## config.mk

```make
export PLATFORM = sky130hd
export DESIGN_NAME = cnu_sched
export DESIGN_NICKNAME = d
export VERILOG_FILES = /design/src/rtl/cnu_sched.sv
export SDC_FILE = /design/constraint.sdc
export NUM_CORES = 1
export LEC_CHECK = 0
export ABC_AREA = 0
export BUFFER_PORTS_ARGS = -buffer_cell sky130_fd_sc_hd__buf_2
export CAP_MARGIN = 20
export CELL_PAD_IN_SITES_DETAIL_PLACEMENT = 1
export CELL_PAD_IN_SITES_GLOBAL_PLACEMENT = 1
export CORE_MARGIN = 10
export CORE_UTILIZATION = 43
export CTS_BUF_LIST = sky130_fd_sc_hd__clkbuf_8
export DETAILED_ROUTE_END_ITERATION = 7
export PLACE_DENSITY_LB_ADDON = 0.1
export SLEW_MARGIN = 20
export SYNTH_ARGS = -nofsm -noshare
export SYNTH_HDL_FRONTEND = slang
export SYNTH_SLANG_ARGS = --single-unit
export TNS_END_PERCENT = 5
```

## constraint.sdc

```tcl
create_clock -name clk -period 2.1 [get_ports clk]
set_clock_uncertainty 0.2 [all_clocks]
set_input_delay 0.42 -clock clk [delete_from_list [all_inputs] [get_ports clk]]
set_output_delay 0.42 -clock clk [all_outputs]
set_load 0.01 [all_outputs]
```

## src/rtl/cnu_sched.sv

```systemverilog
// Row scheduler for the layered LDPC check-node array: issues row reads, CNU enables and
// LAT-delayed write-backs once per iteration, and stops on parity success or iteration limit.
module cnu_sched #(
    parameter int unsigned ROWS   = 8,
    parameter int unsigned ROW_W  = 3,
    parameter int unsigned ITER_W = 5,
    parameter int unsigned LAT    = 2
) (
    input  logic              clk,
    input  logic              rst_n,
    input  logic              start,
    input  logic [ITER_W-1:0] max_iter,
    input  logic              stall,
    input  logic              parity_ok,
    output logic              busy,
    output logic              done,
    output logic              converged,
    output logic [ITER_W-1:0] iter_cnt,
    output logic              cnu_en,
    output logic              chk_clr,
    output logic              rd_en,
    output logic [ROW_W-1:0]  rd_addr,
    output logic              wr_en,
    output logic [ROW_W-1:0]  wr_addr
);

    typedef enum logic [2:0] {StIdle, StIssue, StDrain, StCheck, StDone} state_e;

    state_e            state_q, state_d;
    logic [ROW_W-1:0]  row_q, row_d;
    logic [ITER_W-1:0] iter_q, iter_d;
    logic [ITER_W-1:0] max_q, max_d;
    logic              conv_q, conv_d;

    // Write-back delay line: one {valid, addr} entry per cycle of read-to-result latency.
    logic [LAT-1:0]    pv_q;
    logic [ROW_W-1:0]  pa_q [LAT];
    logic              pipe_pending;

    // Anything still in front of the last stage means DRAIN is not finished yet.
    always_comb begin
        pipe_pending = 1'b0;
        for (int i = 0; i < int'(LAT) - 1; i++) begin
            pipe_pending = pipe_pending | pv_q[i];
        end
    end

    always_comb begin
        state_d = state_q;
        row_d   = row_q;
        iter_d  = iter_q;
        max_d   = max_q;
        conv_d  = conv_q;
        unique case (state_q)
            StIdle: begin
                if (start) begin
                    max_d   = (max_iter == '0) ? ITER_W'(1) : max_iter;
                    iter_d  = '0;
                    conv_d  = 1'b0;
                    row_d   = '0;
                    state_d = StIssue;
                end
            end
            StIssue: begin
                if (!stall) begin
                    if (row_q == ROW_W'(ROWS - 1)) begin
                        row_d   = '0;
                        state_d = StDrain;
                    end else begin
                        row_d = row_q + ROW_W'(1);
                    end
                end
            end
            StDrain: begin
                if (!stall && !pipe_pending) begin
                    state_d = StCheck;
                end
            end
            StCheck: begin
                iter_d = iter_q + ITER_W'(1);
                if (parity_ok) begin
                    conv_d  = 1'b1;
                    state_d = StDone;
                end else if ((iter_q + ITER_W'(1)) == max_q) begin
                    conv_d  = 1'b0;
                    state_d = StDone;
                end else begin
                    row_d   = '0;
                    state_d = StIssue;
                end
            end
            StDone: begin
                state_d = StIdle;
            end
            default: begin
                state_d = StIdle;
            end
        endcase
    end

    always_ff @(posedge clk or negedge rst_n) begin
        if (!rst_n) begin
            state_q <= StIdle;
            row_q   <= '0;
            iter_q  <= '0;
            max_q   <= ITER_W'(1);
            conv_q  <= 1'b0;
        end else begin
            state_q <= state_d;
            row_q   <= row_d;
            iter_q  <= iter_d;
            max_q   <= max_d;
            conv_q  <= conv_d;
        end
    end

    always_ff @(posedge clk or negedge rst_n) begin
        if (!rst_n) begin
            pv_q <= '0;
            for (int i = 0; i < int'(LAT); i++) begin
                pa_q[i] <= '0;
            end
        end else if (!stall) begin
            for (int i = int'(LAT) - 1; i > 0; i--) begin
                pv_q[i] <= pv_q[i-1];
                pa_q[i] <= pa_q[i-1];
            end
            pv_q[0] <= rd_en;
            pa_q[0] <= row_q;
        end
    end

    assign rd_en     = (state_q == StIssue) && !stall;
    assign rd_addr   = row_q;
    assign chk_clr   = rd_en && (row_q == '0);
    assign wr_en     = pv_q[LAT-1] && !stall;
    assign wr_addr   = pa_q[LAT-1];
    assign cnu_en    = !stall && ((state_q == StIssue) || (state_q == StDrain));
    assign busy      = (state_q != StIdle);
    assign done      = (state_q == StDone);
    assign converged = conv_q;
    assign iter_cnt  = iter_q;

endmodule

```

==> Word level (Yosys, flattened, before mapping) <==
Index checks and enable logic that the tools add are counted.
{ "op_classes": {"mul": 0, "add_sub_neg": 2, "shift": 0, "n_reduce_logical": 19, "order_cmp": 0, "div": 0, "n_eq_ne": 13, "n_mux": 20, "bitwise": 0} }
{ "ops": {"columns": ["cell", "count"], "rows": [
  ["3-bit 2-to-1 mux", 11],
  ["2-bit != test, second input constant", 6],
  ["3-bit one-hot mux with 4 select lines", 1],
  ["5-bit 2-to-1 mux", 2],
  ["5-bit one-hot mux with 2 select lines", 1],
  ["3-bit one-hot mux with 3 select lines", 1],
  ["3-bit by 2-bit equality test with 1-bit output, second input constant", 2],
  ["3-bit equality test, second input constant", 2],
  ["3-bit logical NOT", 2],
  ["3-bit nonzero test", 2],
  ["5-bit by 1-bit adder with 5-bit output, second input constant", 1],
  ["5-bit equality test", 1],
  ["1-bit logical AND", 5],
  ["5-bit logical NOT", 1],
  ["5-bit AND reduction", 1],
  ["2-bit AND reduction", 2],
  ["4-bit AND reduction", 1],
  ["3-bit by 1-bit adder with 3-bit output, second input constant", 1],
  ["3-bit by 1-bit equality test with 1-bit output, second input constant", 1],
  ["1-bit 2-to-1 mux", 3],
  ["3-bit != test, second input constant", 1],
  ["3-bit AND reduction", 1],
  ["1-bit logical NOT", 2],
  ["1-bit one-hot mux with 2 select lines", 1],
  ["2 further kinds", 2]
]} }
{ "totals": {"latchBits": 0, "romBits": 0, "mem_count": 0, "ramBits": 0, "elab_cells": 62, "ff_bits": 25, "input_bits": 10} }

==> Logic depth before layout (Yosys ltp) <==
Gate-level depths: netlist (run 1).
{ "logic_depth": {"word_depth": 5, "depth_mapped": 6} }

==> Worst setup path before layout (run 1) <==
No wires, ideal clock.
{ "synth_path": {"path_kind": "reg2out", "from": "register state_q[2]", "to": "output port chk_clr", "required_time_ns": 1.480, "path_stages_with_launch": 5, "path_buffers": 1, "arrival_time_ns": 1.334, "setup_slack_ns": 0.146, "cell_sequence": "dfrtp_1 > buf_6 > or3b_4 > nor2_1 > and3_1"} }
{ "synth_between": {"elab_chain_len": 3} }
{ "synth_rtl": {"columns": ["item", "line", "source"], "rows": [
  ["from (decl)", "29", "state_e state_q, state_d;"],
  ["from (signal assigned)", "103", "state_q <= StIdle;"],
  ["from (signal assigned)", "109", "state_q <= state_d;"],
  ["3-bit by 1-bit equality test with 1-bit output", "133", "assign rd_en = (state_q == StIssue) && !stall;"],
  ["1-bit logical AND", "133", null],
  ["net rd_en", "21", "output logic rd_en,"],
  ["1-bit logical AND", "135", "assign chk_clr = rd_en && (row_q == '0);"],
  ["to (decl)", "20", "output logic chk_clr,"]
]} }
The timed path passes the listed nets, and every way through them passes these cells.

==> Worst setup path in the final report (run 1) <==
{ "layout_path": {"from": "register state_q[2]", "to": "output port chk_clr"} }
{ "layout_between": {"elab_chain_len": 3} }
{ "layout_rtl": {"columns": ["item", "line"], "rows": [
  ["3-bit by 1-bit equality test with 1-bit output", "133"],
  ["1-bit logical AND", "133"],
  ["1-bit logical AND", "135"]
]} }
Every way passes these cells.

==> results.json, run 1 <==
{
  "status": "complete, but fails checks",
  "violations": "negative setup slack",
  "synthFlopType": "dfrtp_1",
  "largest_net_degree_at_the_start_of_global_routing": 26,
  "post_synth_edffs": 0,
  "wl_per_cell_um": 16.15,
  "die_h_um": 76.29,
  "area_growth_pct": 20.84,
  "setup.reg_to_reg.worst_slack_ns": 0.12,
  "clock-sinks": 25,
  "boundaryPins": 28,
  "worst_setup_hold_path_clk_slew_ns": 0.09,
  "setup_violations": 1,
  "synth_cells": 130,
  "critical_path_class": "flip-flop to output pin",
  "worstRegToRegCells": 5,
  "die_width_um": 76.29,
  "final_cell_area_um2": 1647,
  "synth_sequential_area_ratio_pct": 46.01,
  "power.share.combinational_pct": 43.7,
  "placement_rows": 20,
  "avgSynthCellArea_um2": 10.48,
  "dr.pass1.iters": 4,
  "hold_crit_class": "primary input to flip-flop",
  "drt-vias-per-instance": 5.298,
  "maxSlewViolCount": 0,
  "worst_ir_drop_vdd_v": 0.0005902,
  "clock_tree.root_cell": "clkbuf_8",
  "drt_iter0_markers": 52,
  "share_of_flip_flops_with_an_asynchronous_set_or_reset_pct": 100.0,
  "postLayoutSetupSlackWorst_ns": -0.004796,
  "worstPathArrival_ns": 1.48,
  "final_period_minus_worst_setup_slack_ns": 2.105,
  "tightest_slew_ns": 0.5675,
  "routed_wirelength_um": 3311,
  "die_area_um2": 5820,
  "final_design_utilization_pct": 53.93,
  "post_route_setup_tns_ns": -0.004796,
  "grt_antenna_before_repair": 0,
  "crit_required_ns": 1.48,
  "final.period_utilization_pct": 100.2,
  "synth.yosys.warnings": 0,
  "static_leakage_uw": 0.0007793,
  "power.share.sequential_pct": 40.9,
  "placed_area_um2": 1535,
  "tritoncts": "yes",
  "drtAntennaViolNets": 0,
  "cts_buffer_depth": 2,
  "ant_diodes": 0,
  "finish.cell_count_without_fillers": 205,
  "timing.fmax_mhz": 475.1,
  "mostFrequentLayoutCells": "buf_2, dfrtp_1, o21ai_0",
  "relSlewSlack_pct": 62.17,
  "proportion_of_layout_cells_with_a_drive_suffix_above_1_pct": 34.78,
  "worstSetupEndpointType": "output pin",
  "p_int_uw": 1186,
  "syn_nets": 144,
  "setup_repair_after_global_routing_missed_its_margin": "yes",
  "globalRoute.totalOverflow": 0,
  "totalPowerFinal_uw": 1872,
  "io_buffer_count": 27,
  "max-cap-violations": 0,
  "hold_viol": 0,
  "clk_latency_ns": 0.27,
  "synthesis.area_um2": 1363,
  "worst_setup_path_start_kind": "flip-flop",
  "dr_total_vias": 1086,
  "htreeDepth": 1,
  "nFillCells": 371,
  "place_congestion": 0.8314,
  "synth_cell_type_count": 43,
  "synth_seq_cells": 25,
  "place.detailed.instances": 197,
  "p_clk_share_pct": 15.3,
  "global_route.usage.total_pct": 11.20,
  "wire_length_of_the_first_global_routing_pass_um": 5533,
  "grt_pass1_vias": 1163,
  "placeableCoreArea_um2": 3053,
  "power_density_nw_per_um2": 1137,
  "worstPathMaxFanout": 2,
  "drc": 0,
  "cts_made_buffers": 3,
  "effective_utilization_at_floorplan_pct": 44.63,
  "holdPathStages": 2,
  "layout_commonest_cell": "buf_2",
  "sw_frac_of_total_pct": 36.64,
  "place_hpwl_um": 2495,
  "nets": 176,
  "p_sw_uw": 685.8
}
## registers in the layout (all words and copies together) (netlist names)
signal     cells
iter_cnt       5
max_q          5
pa_q           3
rd_addr        3
state_q        3
wr_addr        3
pv_q           2
converged      1
## per-stage QoR
| step | hold WS (ns) | setup WS (ns) |
|---|---|---|
| 2_1_floorplan | -0.07559 | 0.1464 |
| 3_3_place_gp | 0.2409 | 0.1967 |
| 3_5_place_dp | 0.2465 | 0.06265 |
| 4_1_cts | 0.1883 | -0.003907 |
| 5_1_grt | 0.1854 | -0.06459 |
| 6_report | 0.1932 | -0.004796 |
## layout make-up
type,count,area [um2],area share (%)
clock buffer,3,41.29,2.508
timing repair buffer,36,221.5,13.45
inverter,5,18.77,1.140
tap,44,55.05,3.343
clock inverter,1,3.754,0.2280
sequential,25,626.9,38.07
multi-input combinational,91,679.4,41.26
## power groups by stage
stage          registers, uW  logic, uW  clock network (uW)
2_1_floorplan            776        522                   0
3_3_place_gp             770        731                   0
3_5_place_dp             778        768                   0
4_1_cts                  770        779                 295
5_1_grt                  797        909                 316
6_report                 766        819                 287
## worst max-delay path, stage by stage, from the launching register on
cell	delay, ns
dfrtp_1	0.40
or3b_4	0.42
nor2_4	0.12
and3_4	0.18
buf_6	0.09
## final timing paths
kind,endpoint,start
min,max_q[4],max_iter[4]
min reg2reg,pa_q[4],pa_q[4]
min in group asynchronous,iter_cnt[2],rst_n
max reg2reg,rd_addr[0],iter_cnt[1]
max in group asynchronous,max_q[0],rst_n
max,chk_clr,state_q[2]
## metal layers
metal | wire (um) | track usage (%)
met5 | 0 | 0
met4 | 33 | 3.346
met1 | 1472 | 13.44
met2 | 1661 | 19.05
met3 | 144 | 2.948
## cell usage after synthesis (2+ instances only)
library cell  count  area, um2
nand3_1           3      15.01
nor2b_1           2      12.51
nand2b_1          4      25.02
clkbuf_1          3      11.26
xor2_1            2      17.52
and3_1            2      12.51
inv_1             5      18.77
o21ai_0          11      55.05
xnor2_1           6      52.55
buf_4             3      22.52
ha_1              4      50.05
a21oi_1           6      30.03
dfrtp_1          24      600.6
nand2_1           9      33.78
nor2_1            7      26.28
nand4_1           3      18.77
nor3_1            2      10.01
mux2_2            8      90.09
buf_2             2      10.01
## kinds of logic after synthesis
kind of cell | synth area share [%]
muxes | 6.612
xor gates and xnor gates | 6.887
AOI/OAI and AO/OA | 13.59
and+or+nand+nor | 17.82
adders and majority gates | 3.673
buffers and inverters | 5.418
DFF | 46.01
## what timing repair did
| action | CTS | global route |
|---|---|---|
| pin swaps | 0 | 3 |
| cloned | 0 | 0 |
| endpoints found under the hold margin | 24 | 0 |
| setup buffers | 0 | 3 |
| endpoints found under the setup margin | 1 | 2 |
| gates resized for setup | 2 | 6 |
| hold buffers | 1 | 0 |
Note: power is estimated with default switching activity, not from simulation.
==> inputs of run 2 (changes only) <==
==> constraint.sdc (replaced) <==
create_clock -name clk -period 2.4 [get_ports clk]
set_clock_uncertainty 0.2 [all_clocks]
set_input_delay 0.48 -clock clk [delete_from_list [all_inputs] [get_ports clk]]
set_output_delay 0.48 -clock clk [all_outputs]
set_load 0.01 [all_outputs]
==> results.json, run 2 (synthesis gave the netlist of run 1 again) <==
{
  "status": "complete, but fails checks",
  "violations": "negative hold slack",
  "final.period_utilization_pct": 94.58,
  "routed_wirelength_um": 3180,
  "grt_pass1_vias": 1171,
  "io_buffer_count": 27,
  "crit_required_ns": 1.72,
  "setup_repair_after_global_routing_missed_its_margin": "no",
  "worstReg2RegEnd": "rd_addr[0]",
  "clock-sinks": 25,
  "power_density_nw_per_um2": 999.8,
  "layout_commonest_cell": "buf_2",
  "area_growth_pct": 15.43,
  "timing.fmax_mhz": 440.5,
  "final.hold.worst_slack_ns": -0.01553,
  "max-cap-violations": 0,
  "relSlewSlack_pct": 62.71,
  "tightest_slew_ns": 0.5594,
  "post_route_setup_tns_ns": 0,
  "dr.pass1.iters": 4,
  "clock_tree.root_cell": "clkbuf_8",
  "maxSlewViolCount": 0,
  "placement_rows": 20,
  "wire_length_of_the_first_global_routing_pass_um": 5644,
  "grt_antenna_before_repair": 0,
  "global_route.usage.total_pct": 11.54,
  "setup.reg_to_reg.worst_slack_ns": 0.28,
  "htreeDepth": 1,
  "die_area_um2": 5820,
  "worstRegToRegCells": 5,
  "worst_setup_hold_path_clk_slew_ns": 0.09,
  "drc": 0,
  "worstPathArrival_ns": 1.59,
  "proportion_of_layout_cells_with_a_drive_suffix_above_1_pct": 31.41,
  "cts_made_buffers": 3,
  "drt_iter0_markers": 55,
  "cts_hold_buffers": 0,
  "place_congestion": 0.8143,
  "worst_setup_path_start_kind": "flip-flop",
  "critical_path_class": "flip-flop to output pin",
  "tritoncts": "yes",
  "placeableCoreArea_um2": 3053,
  "power.share.combinational_pct": 40.9,
  "p_sw_uw": 576.9,
  "postLayoutSetupSlackWorst_ns": 0.1301,
  "cts_resized": 0,
  "worstSetupEndpointType": "output pin",
  "globalRoute.totalOverflow": 0,
  "sw_frac_of_total_pct": 36.69,
  "power.share.sequential_pct": 43.0,
  "die_h_um": 76.29,
  "rr_startpoint": "iter_cnt[0]",
  "die_width_um": 76.29,
  "mostFrequentLayoutCells": "buf_2, dfrtp_1, o21ai_0",
  "hold_crit_class": "primary input to asynchronous set/reset pin",
  "effective_utilization_at_floorplan_pct": 44.63,
  "clk_latency_ns": 0.27,
  "boundaryPins": 28,
  "largest_net_degree_at_the_start_of_global_routing": 26,
  "static_leakage_uw": 0.0007498,
  "cts_post_setup_buffers_inserted": 0,
  "cts_buffer_depth": 2,
  "worstPathMaxFanout": 3,
  "wl_per_cell_um": 15.90,
  "place_hpwl_um": 2461,
  "worst_ir_drop_vdd_v": 0.0004591,
  "p_int_uw": 995.5,
  "ant_diodes": 0,
  "drtAntennaViolNets": 0,
  "hold_viol": 24,
  "drt-vias-per-instance": 5.320,
  "dr_total_vias": 1064,
  "nets": 171,
  "worst_case_setup_slack_after_placement_ns": 0.2801,
  "final_period_minus_worst_setup_slack_ns": 2.270,
  "setup_violations": 0,
  "p_clk_share_pct": 16.1
}
-- run 2: worst max-delay path, stage by stage (launching register included) --
cell and delay (ns):
dfrtp_1 0.39, or3b_4 0.42, nor2_1 0.21, and3_1 0.18, buf_2 0.12
-- run 2: stage by stage --
| stage | total power [uW] | cell area [um2] | cells | util [%] |
|---|---|---|---|---|
| 2_1_floorplan | 1136 | 1363 | 130 | - |
| 3_3_place_gp | 1310 | 1528 | 196 | 50.04 |
| 3_5_place_dp | 1345 | 1528 | 196 | 50.04 |
| 4_1_cts | 1602 | 1573 | 200 | 51.52 |
| 6_report | 1572 | 1573 | 200 | 51.52 |
| 5_1_grt | 1712 | 1573 | 200 | 51.52 |
-- run 2: worst max path at each step --
stage	depth (start not counted)	to	slack, ns	startpoint
after floorplan	4	chk_clr	0.39	state_q[2]
after global placement	5	rd_addr[0]	0.42	iter_cnt[0]
after detailed placement	5	rd_addr[0]	0.28	iter_cnt[0]
after CTS	4	chk_clr	0.11	state_q[1]
after global routing	4	chk_clr	0.04	state_q[1]
final	4	chk_clr	0.13	state_q[1]
-- run 2: layout make-up --
class                      count  area (um2)
fill                         358        1480
multi-input combinational     91       661.9
tap                           44       55.05
clock inverter                 1       3.754
inverter                       5       18.77
sequential                    25       626.9
timing repair buffer          31       165.2
clock buffer                   3       41.29
-- run 2: power by group through the flow --
stage	sequential, uW	clock, uW	combinational (uW)
after floorplan	679	0	457
after global placement	674	0	636
after detailed placement	686	0	659
after CTS	679	265	659
after global routing	701	288	723
final	676	253	643
-- run 2: routing by layer --
layer	GRT usage [%]	vias up	routed length (um)
met5	0	-	0
met4	4.833	0	49
met3	2.712	5	115
met2	19.13	22	1542
met1	13.92	523	1472
li1	-	514	-
